==> config.mk <==
export PLATFORM = sky130hd
export DESIGN_NAME = rv_regfile_sb
export DESIGN_NICKNAME = d
export VERILOG_FILES = /design/src/rtl/rv_regfile_pkg.sv /design/src/rtl/rv_regfile_sb_busy.sv /design/src/rtl/rv_regfile_sb.sv
export SDC_FILE = /design/constraint.sdc
export NUM_CORES = 2
export LEC_CHECK = 0
export ABC_CLOCK_PERIOD_IN_PS = 8300
export CORE_ASPECT_RATIO = 2
export CORE_MARGIN = 2
export CORE_UTILIZATION = 40
export DETAILED_ROUTE_END_ITERATION = 8
export PLACE_DENSITY = 0.68
export SLEW_MARGIN = 30
export SYNTH_ARGS = -nofsm -noshare
export SYNTH_HDL_FRONTEND = slang
export SYNTH_SLANG_ARGS = --single-unit
==> constraint.sdc <==
create_clock -name clk -period 8.3 [get_ports clk]
set_clock_uncertainty 0.1 [all_clocks]
set_input_delay 0.83 -clock clk [delete_from_list [all_inputs] [get_ports clk]]
set_output_delay 0.83 -clock clk [all_outputs]
set_load 0.05 [all_outputs]
==> src/rtl/rv_regfile_pkg.sv <==
`default_nettype none
// ============================================================================
//  Module   : rv_regfile_pkg
//  Purpose  : Shared constants, types and the write-port priority selector for
//             the RV32 integer register file and its busy-bit scoreboard.
//  Contents : XLEN_DEF / NREGS_DEF / AW_DEF  default geometry
//             reg_addr_t                      architectural register index
//             wr_sel_t, wr_sel()              lowest-index-wins port selection
//  Revision : 1.0  initial release
// ============================================================================
package rv_regfile_pkg;

  localparam int XLEN_DEF  = 32;
  localparam int NREGS_DEF = 32;
  localparam int AW_DEF    = $clog2(NREGS_DEF);

  // The priority selector works on a fixed-width match vector so it can be
  // shared by every instance; configurations may use up to WP_MAX write ports.
  localparam int WP_MAX   = 8;
  localparam int WP_IDX_W = $clog2(WP_MAX);

  typedef logic [AW_DEF-1:0] reg_addr_t;

  typedef struct packed {
    logic                hit;
    logic [WP_IDX_W-1:0] idx;
  } wr_sel_t;

  // Returns whether any port matched and the lowest matching port index.
  // Scanning from the top down lets the lowest index overwrite the result.
  function automatic wr_sel_t wr_sel(input logic [WP_MAX-1:0] match);
    wr_sel_t res;
    res = '0;
    for (int p = WP_MAX - 1; p >= 0; p--) begin
      if (match[p]) begin
        res.hit = 1'b1;
        res.idx = WP_IDX_W'(p);
      end
    end
    return res;
  endfunction

endpackage
`default_nettype wire

==> src/rtl/rv_regfile_sb_busy.sv <==
`default_nettype none
// ============================================================================
//  Module   : rv_sb_busy
//  Purpose  : Busy-bit scoreboard. A destination is marked pending when an
//             instruction issues and released when a clearing write retires.
//  Ports    : clk, rst       clock / synchronous active-high reset
//             wr_en_i        write enables                 [NWR]
//             wr_addr_i      write addresses               [NWR*AW]
//             wr_clr_i       write retires a busy entry    [NWR]
//             iss_valid_i    issue request
//             iss_rd_i       issuing destination           [AW]
//             iss_ready_o    destination free (no WAW hazard)
//             rd_addr_i      read addresses                [NRD*AW]
//             rd_busy_o      read register pending (RAW)   [NRD]
//  Revision : 1.0  initial release
// ============================================================================
module rv_sb_busy
  import rv_regfile_pkg::*;
#(
  parameter int NREGS  = NREGS_DEF,
  parameter int NRD    = 2,
  parameter int NWR    = 2,
  parameter int BYPASS = 1,
  localparam int AW    = $clog2(NREGS)
) (
  input  logic              clk,
  input  logic              rst,
  input  logic [NWR-1:0]    wr_en_i,
  input  logic [NWR*AW-1:0] wr_addr_i,
  input  logic [NWR-1:0]    wr_clr_i,
  input  logic              iss_valid_i,
  input  logic [AW-1:0]     iss_rd_i,
  output logic              iss_ready_o,
  input  logic [NRD*AW-1:0] rd_addr_i,
  output logic [NRD-1:0]    rd_busy_o
);

  logic [NREGS-1:0] busy_q;
  logic [NREGS-1:0] busy_d;
  logic [NREGS-1:0] w_clr;
  logic [NREGS-1:0] w_set;
  logic [NREGS-1:0] w_busy_eff;

  // Per-register release request from any write port that retires a result.
  always_comb begin
    w_clr = '0;
    for (int r = 1; r < NREGS; r++) begin
      for (int p = 0; p < NWR; p++) begin
        if (wr_en_i[p] && wr_clr_i[p] && (wr_addr_i[p*AW +: AW] == AW'(r))) begin
          w_clr[r] = 1'b1;
        end
      end
    end
  end

  // With bypass, a register being released this cycle already reads as free,
  // matching the bypassed data seen on the read ports.
  assign w_busy_eff = (BYPASS != 0) ? (busy_q & ~w_clr) : busy_q;

  // busy_q[0] is held at zero, so x0 is always ready.
  assign iss_ready_o = ~w_busy_eff[iss_rd_i];

  always_comb begin
    w_set = '0;
    if (iss_valid_i && iss_ready_o && (iss_rd_i != '0)) begin
      w_set[iss_rd_i] = 1'b1;
    end
  end

  // Set takes precedence over a same-cycle clear: the newly issued producer
  // owns the register after the older one retires.
  always_comb begin
    busy_d    = w_set | (busy_q & ~w_clr);
    busy_d[0] = 1'b0;
  end

  always_ff @(posedge clk) begin
    if (rst) begin
      busy_q <= '0;
    end else begin
      busy_q <= busy_d;
    end
  end

  always_comb begin
    rd_busy_o = '0;
    for (int k = 0; k < NRD; k++) begin
      rd_busy_o[k] = w_busy_eff[rd_addr_i[k*AW +: AW]];
    end
  end

endmodule
`default_nettype wire

==> src/rtl/rv_regfile_sb.sv <==
`default_nettype none
// ============================================================================
//  Module   : rv_regfile_sb
//  Purpose  : Multi-port RV32 integer register file with prioritised write
//             ports, optional same-cycle write bypass, hardwired x0 and an
//             integrated busy-bit scoreboard for RAW/WAW hazard reporting.
//  Ports    : clk, rst       clock / synchronous active-high reset
//             rd_addr_i      packed read addresses         [NRD*AW]
//             rd_data_o      packed read data (comb.)      [NRD*XLEN]
//             rd_busy_o      read register pending         [NRD]
//             wr_en_i        write enables, port 0 wins    [NWR]
//             wr_addr_i      write addresses               [NWR*AW]
//             wr_data_i      write data                    [NWR*XLEN]
//             wr_clr_i       write clears busy bit         [NWR]
//             iss_valid_i    issue request
//             iss_rd_i       issuing destination           [AW]
//             iss_ready_o    destination free
//  Revision : 1.0  initial release
// ============================================================================
module rv_regfile_sb
  import rv_regfile_pkg::*;
#(
  parameter int XLEN   = XLEN_DEF,
  parameter int NREGS  = NREGS_DEF,
  parameter int NRD    = 2,
  parameter int NWR    = 2,
  parameter int BYPASS = 1,
  localparam int AW    = $clog2(NREGS)
) (
  input  logic                clk,
  input  logic                rst,
  input  logic [NRD*AW-1:0]   rd_addr_i,
  output logic [NRD*XLEN-1:0] rd_data_o,
  output logic [NRD-1:0]      rd_busy_o,
  input  logic [NWR-1:0]      wr_en_i,
  input  logic [NWR*AW-1:0]   wr_addr_i,
  input  logic [NWR*XLEN-1:0] wr_data_i,
  input  logic [NWR-1:0]      wr_clr_i,
  input  logic                iss_valid_i,
  input  logic [AW-1:0]       iss_rd_i,
  output logic                iss_ready_o
);

  // x0 has no storage; the array starts at x1.
  logic [XLEN-1:0] mem_q [NREGS-1:1];
  logic [XLEN-1:0] mem_d [NREGS-1:1];

  // Write data padded to the selector width so the winning index is always
  // in range; unused slots are zero.
  logic [XLEN-1:0] w_wdata [WP_MAX];
  // Read view of the file with x0 pinned to zero.
  logic [XLEN-1:0] w_mem   [NREGS];

  always_comb begin
    for (int i = 0; i < WP_MAX; i++) begin
      w_wdata[i] = '0;
    end
    for (int p = 0; p < NWR; p++) begin
      w_wdata[p] = wr_data_i[p*XLEN +: XLEN];
    end
  end

  // Write arbitration: each register takes the lowest-index matching port.
  always_comb begin
    logic [WP_MAX-1:0] match_w;
    wr_sel_t           sel_w;
    match_w = '0;
    sel_w   = '0;
    for (int r = 1; r < NREGS; r++) begin
      match_w = '0;
      for (int p = 0; p < NWR; p++) begin
        match_w[p] = wr_en_i[p] && (wr_addr_i[p*AW +: AW] == AW'(r));
      end
      sel_w    = wr_sel(match_w);
      mem_d[r] = sel_w.hit ? w_wdata[sel_w.idx] : mem_q[r];
    end
  end

  for (genvar r = 1; r < NREGS; r++) begin : g_mem
    always_ff @(posedge clk) begin
      if (rst) begin
        mem_q[r] <= '0;
      end else begin
        mem_q[r] <= mem_d[r];
      end
    end
  end

  always_comb begin
    w_mem[0] = '0;
    for (int r = 1; r < NREGS; r++) begin
      w_mem[r] = mem_q[r];
    end
  end

  // Read ports with optional bypass using the same priority as the write path,
  // so a bypassed value always equals what will be stored.
  always_comb begin
    logic [AW-1:0]     addr_r;
    logic [WP_MAX-1:0] match_r;
    wr_sel_t           sel_r;
    rd_data_o = '0;
    addr_r    = '0;
    match_r   = '0;
    sel_r     = '0;
    for (int k = 0; k < NRD; k++) begin
      addr_r  = rd_addr_i[k*AW +: AW];
      match_r = '0;
      for (int p = 0; p < NWR; p++) begin
        match_r[p] = wr_en_i[p] && (wr_addr_i[p*AW +: AW] == addr_r);
      end
      sel_r = wr_sel(match_r);
      if (addr_r == '0) begin
        rd_data_o[k*XLEN +: XLEN] = '0;
      end else if ((BYPASS != 0) && sel_r.hit) begin
        rd_data_o[k*XLEN +: XLEN] = w_wdata[sel_r.idx];
      end else begin
        rd_data_o[k*XLEN +: XLEN] = w_mem[addr_r];
      end
    end
  end

  rv_sb_busy #(
    .NREGS  (NREGS),
    .NRD    (NRD),
    .NWR    (NWR),
    .BYPASS (BYPASS)
  ) u_busy (
    .clk         (clk),
    .rst         (rst),
    .wr_en_i     (wr_en_i),
    .wr_addr_i   (wr_addr_i),
    .wr_clr_i    (wr_clr_i),
    .iss_valid_i (iss_valid_i),
    .iss_rd_i    (iss_rd_i),
    .iss_ready_o (iss_ready_o),
    .rd_addr_i   (rd_addr_i),
    .rd_busy_o   (rd_busy_o)
  );

endmodule
`default_nettype wire

### Word level (Yosys, flattened, before mapping)

Memory sizes are Yosys's and may differ from the RTL's.
Cells that the tools add are included.

* register bits after elaboration: 32
* word-level logic and storage cells: 625
* memories: 1
* bits in writable memories: 992

* bitwise gates (word level): 70
* magnitude comparators: 39
* reductions and logical operators: 136
* equality and inequality tests: 66
* multiplexer cells: 311

Memory list
* mem_q: words 31, bits a word 32, rd ports 31, clocked after Yosys merged registers in 0, write ports 31, line rv_regfile_sb.sv:45 `logic [XLEN-1:0] mem_q [NREGS-1:1];`

Operator list (number)
* 32-bit 2-to-1 mux: 137
* 32-bit binary-select mux with 3-bit select: 33
* 32-bit binary-select mux with 5-bit select: 2
* 4-bit 2-to-1 mux: 66
* 5-bit == test (second input constant): 32
* 1-bit logical AND: 133
* 4-bit greater-or-equal comparator (second input constant): 33
* 3-bit inverter with 4-bit output: 33
* 5-bit by 4-bit == test with 1-bit output (second input constant): 16
* 1-bit 2-to-1 mux: 69
* 5-bit by 3-bit == test with 1-bit output (second input constant): 8
* 32-bit bitwise AND: 1
* 32-bit inverter: 1
* 32-bit OR: 1
* 1-bit OR: 31
* 5-bit by 2-bit == test with 1-bit output (second input constant): 4
* 5-bit == test: 4
* 5-bit by 6-bit < comparator with 1-bit output (second input constant): 3
* 1-bit binary-select mux with 5-bit select: 3
* 6-bit greater-or-equal comparator (second input constant): 2
* 5-bit inverter with 6-bit output: 2
* 5-bit by 1-bit == test with 1-bit output (second input constant): 2
* 5-bit logical NOT: 2
* 1-bit demux with 5-bit select: 1
* 3 further kinds: 3

### Longest topological paths before layout

* word-level depth: 13
* mapped depth: 12
* gate-level depth less buffers: 7

### Modules after synthesis

A second synthesis with hierarchy kept.

* cell total of the unflattened synthesis: 7024
* area, all modules: 64848.4 sq um

By module, submodules not included
* rv_regfile_sb: area each 61997.0 sq um, cells an instance 6639, instances 1, seq. area each 19859.0 sq um
* rv_sb_busy: area each 2851.5 sq um, cells an instance 385, instances 1, seq. area each 620.6 sq um

### Worst setup path after synthesis

OpenSTA, ideal clock, no wires.

* kind: input to output
* start point: in rd_addr_i[5]
* end point: out rd_busy_o[1]
* setup slack: 3546 ps
* data arrival time: 3824 ps
* stages: 7
* path through: buf_2 buf_2 buf_2 buf_1 clkbuf_1 mux4_2 a221oi_1

* cells in the longest elaborated chain, start to end: 2

RTL lines
* from (decl): line rv_regfile_sb.sv:32 `input logic [NRD*AW-1:0] rd_addr_i,`
* 1-bit binary-select mux with 5-bit select: line rv_regfile_sb_busy.sv:88 `rd_busy_o[k] = w_busy_eff[rd_addr_i[k*AW +: AW]];`
* 1-bit 2-to-1 mux (not written as such): line rv_regfile_sb_busy.sv:88
* to (decl): line rv_regfile_sb.sv:34 `output logic [NRD-1:0] rd_busy_o,`

Every way passes these cells. The select of a mux whose other input is x is not followed.

### Final worst setup path

* start point: in wr_addr_i[5]
* end point: out iss_ready_o

* cells in the longest elaborated chain, start to end: 8
* elaborated cells on any way between the ends: 98
* those cells by class: eq/ne: 31; mux: 33; bitwise: 3; reduce/logical: 31

RTL lines
* from (decl): line rv_regfile_sb.sv:36 `input logic [NWR*AW-1:0] wr_addr_i,`
* 5-bit by 1-bit == test with 1-bit output (tied with other cells): line rv_regfile_sb_busy.sv:49 `if (wr_en_i[p] && wr_clr_i[p] && (wr_addr_i[p*AW +: AW] == AW'(r))) begin`
* 1-bit logical AND: line rv_regfile_sb_busy.sv:49
* 1-bit 2-to-1 mux: line rv_regfile_sb_busy.sv:49
* 32-bit inverter *: line rv_regfile_sb_busy.sv:58 `assign w_busy_eff = (BYPASS != 0) ? (busy_q & ~w_clr) : busy_q;`
* 32-bit bitwise AND *: line rv_regfile_sb_busy.sv:58
* 1-bit binary-select mux with 5-bit select *: line rv_regfile_sb_busy.sv:61 `assign iss_ready_o = ~w_busy_eff[iss_rd_i];`
* 1-bit 2-to-1 mux (not written as such) *: line rv_regfile_sb_busy.sv:61
* 1-bit inverter *: line rv_regfile_sb_busy.sv:61
* to (decl): line rv_regfile_sb.sv:41 `output logic iss_ready_o`

Every way passes the cells marked *; elsewhere a longest branch is shown, timed or not. The select of a mux whose other input is x is not followed.

==> qor.yml <==
finish:
  final_common_cell: "nor2_1"
  layout-drive-gt1-share: 0.169
  fin_util: 0.443
  syn_to_final_growth_pct: 10.1
  instances_no_fill: 8186
  nFillCells: 14600
  multiInputGateArea_um2: 40600
  regArea_um2: 20500
  num-nets-final: 6109
  layout_common_cells: "nor2_1, dfxtp_1, mux2i_1, a211oi_1, mux4_2"
logic_synthesis:
  async_reset_ff_frac: 0
  netlist-cell-type-count: 72
  synth_edf_count: 0
  synth-xor-area-share: 0.00274
  synth_ff_type: "dfxtp_1"
  synthCells: 6507
  muxShareOfSynthArea: 0.359
  netlist_area_um2: 64000
  synth_top_family_by_area: "multiplexers"
  ys_warn_count: 0
  syn-num-nets: 6603
  ys_ff_latch: 1023
  syn_area_per_cell_um2: 9.83
  synth_compound_area_frac: 0.157
  synth-simple-area-share: 0.104
  ys_seq_area_frac: 0.320
  synthAdderAreaFrac: 0
clock_tree:
  cts_root_buf: "clkbuf_16"
  cts_made_buffers: 92
  numClockSinks: 1023
  hold_buffers: 0
  cts.clk_slew.worst_paths_ns: 0.07
  clk_path_buf_depth: 3
  post_cts_buffers: 0
  clkLatencyLatePin_ns: 0.73
  cts_resized: 0
  htree_levels: 3
  cts_tree: "built"
timing:
  fmax_mhz: 164
  fin_crit_sh: 0.736
  drv_slew: 0
  rsz0062_at_grt: "false"
  period_minus_slack_ns: 6.10
  max-slew-margin-rel: 0.271
  finalSetupViolCount: 0
  hold_violations: 0
  finalSetupTns_ns: 0
  worst_pin_slew_ns: 1.09
  fin_ws_ns: 2.20
die:
  std_cell_rows: 207
  core_area_um2: 159000
  dieArea_um2: 163000
  start_util: 0.402
  die_y_um: 570
  ios: 163
  die_w_um: 287
placed_design:
  gp_congestion: 0.943
  dp_hpwl_um: 151000
  pre_cts_ws_ns: 2.40
  io_buffers: 162
  dp_cells: 8006
route:
  first_pass_iters: 7
  final_antenna_net_count: 0
  wl_per_cell_um: 32.4
  drc_errors: 0
  vias: 56800
  wirelength_um: 266000
  post_drt_via_cell_ratio: 6.94
  drt_iter0_drc: 7420
critical_path:
  crit_fanout: 19
  reg2reg_from: "u_busy.busy_q[16]"
  critical_path_arrival_ns: 5.17
  start_kind: "primary input"
  cp-startpoint: "wr_addr_i[5]"
  end_kind: "output pin"
  critical_path_class: "in -> out"
  crit_required_ns: 7.37
power:
  p_per_area_nw_per_um2: 164
  ir_worst_vdd_v: 0.000160
  p_leak_nw: 25.6
min_path:
  hold_path.class: "reg -> reg"
  min_from: "mem_q[0][778]"
grt:
  grt_overflow: 0
  antenna_found_initial: 6
  grt_use_total: 0.319
  grt_pass1_wl_um: 386000
  grt_pass1_vias: 56900
  grt_max_degree: 197
run_status:
  status: "finished clean"
flow_run:
  drv_cap: 0
==> layout make-up <==
class / count / area share
multi-input combinational: 4548 / 0.577
sequential: 1023 / 0.291
clock buffer: 121 / 0.0370
timing repair buffer: 337 / 0.0458
clock inverter: 48 / 0.0117
tap: 2090 / 0.0371
inverter: 11 / 0.000586
antenna: 8 / 0.000284
==> worst max-delay path, cell delays in order <==
cell	delay, ns
clkdlybuf4s50_1	0.80
nor4bb_4	0.94
nand3_1	0.28
and3_1	0.24
a221oi_1	0.58
a221o_1	0.29
o311ai_2	0.13
nor2_1	0.23
clkdlybuf4s50_1	0.85
==> stage by stage <==
stage	hold WS, ns	area [um2]	power (mW)
final	0.397	70400	11.6
after global routing	0.417	70400	11.8
after CTS	0.398	70300	11.5
after detailed placement	0.386	66900	6.60
after global placement	0.376	66500	6.57
after floorplan	0.363	64000	6.10
==> where the power goes <==
| part | switching [mW] | internal (mW) |
|---|---|---|
| Clock | 2.16 | 2.88 |
| Sequential | 0.0719 | 5.00 |
| Combinational | 0.973 | 0.493 |
==> Yosys cell counts (all sizes together), types with 3 or more instances <==
| cell type | n | area, um2 |
|---|---|---|
| clkbuf | 695 | 2650 |
| and3 | 13 | 81.3 |
| nand3b | 9 | 67.6 |
| mux4 | 580 | 13100 |
| nor4 | 6 | 37.5 |
| o221a | 3 | 33.8 |
| a211oi | 864 | 6490 |
| a32oi | 4 | 35.0 |
| nor3b | 9 | 67.6 |
| nor2 | 1086 | 4080 |
| o31ai | 3 | 22.5 |
| o32ai | 4 | 35.0 |
| o2111ai | 6 | 52.6 |
| nand4bb | 4 | 45.0 |
| xor2 | 16 | 140 |
| nor4b | 3 | 47.5 |
| nor2b | 18 | 113 |
| or2 | 8 | 50.1 |
| a21oi | 67 | 335 |
| o221ai | 20 | 175 |
| o2bb2ai | 64 | 561 |
| nand2b | 10 | 62.6 |
| dfxtp | 1023 | 20500 |
| o211ai | 5 | 37.5 |
| inv | 9 | 33.8 |
| mux2i | 993 | 9940 |
| a311oi | 128 | 1120 |
| a31oi | 3 | 18.8 |
| o22ai | 30 | 188 |
| and2 | 6 | 37.5 |
| xnor2 | 4 | 35.0 |
| nand3 | 170 | 851 |
| a221oi | 6 | 52.6 |
| o311a | 3 | 30.0 |
| nor3 | 14 | 70.1 |
| nor4bb | 3 | 30.0 |
| nand2 | 199 | 747 |
| nand4 | 6 | 43.8 |
| and3b | 3 | 26.3 |
| o21bai | 3 | 22.5 |
| o21ai | 140 | 701 |
| nand4b | 7 | 61.3 |
| buf | 230 | 953 |
==> kinds of logic after synthesis <==
| family | Yosys count |
|---|---|
| AOI/OAI and AO/OA | 1369 |
| muxes | 1573 |
| and+or+nand+nor | 1586 |
| buffers and inverters | 936 |
| xor gates and xnor gates | 20 |
| DFF | 1023 |
==> final timing paths <==
kind                                          to  cells after the start  slack, ns
worst max register to register  u_busy.busy_q[5]                      8       5.94
worst min-delay path               mem_q[0][778]                      2       0.40
worst min register to register     mem_q[0][778]                      2       0.40
worst max-delay path                 iss_ready_o                      9       2.20
==> routing by layer <==
layer | global-route usage | part of all wire
met5 | 0 | 0
met4 | 0.281 | 0.11
met3 | 0.0615 | 0.099
met2 | 0.516 | 0.46
met1 | 0.357 | 0.33
==> flip-flops by register name, summed over array words and instances (netlist names) <==
| signal | flops |
|---|---|
| u_busy.busy_q | 31 |
| mem_q | 992 |
Power figures use the tool's default switching activity.
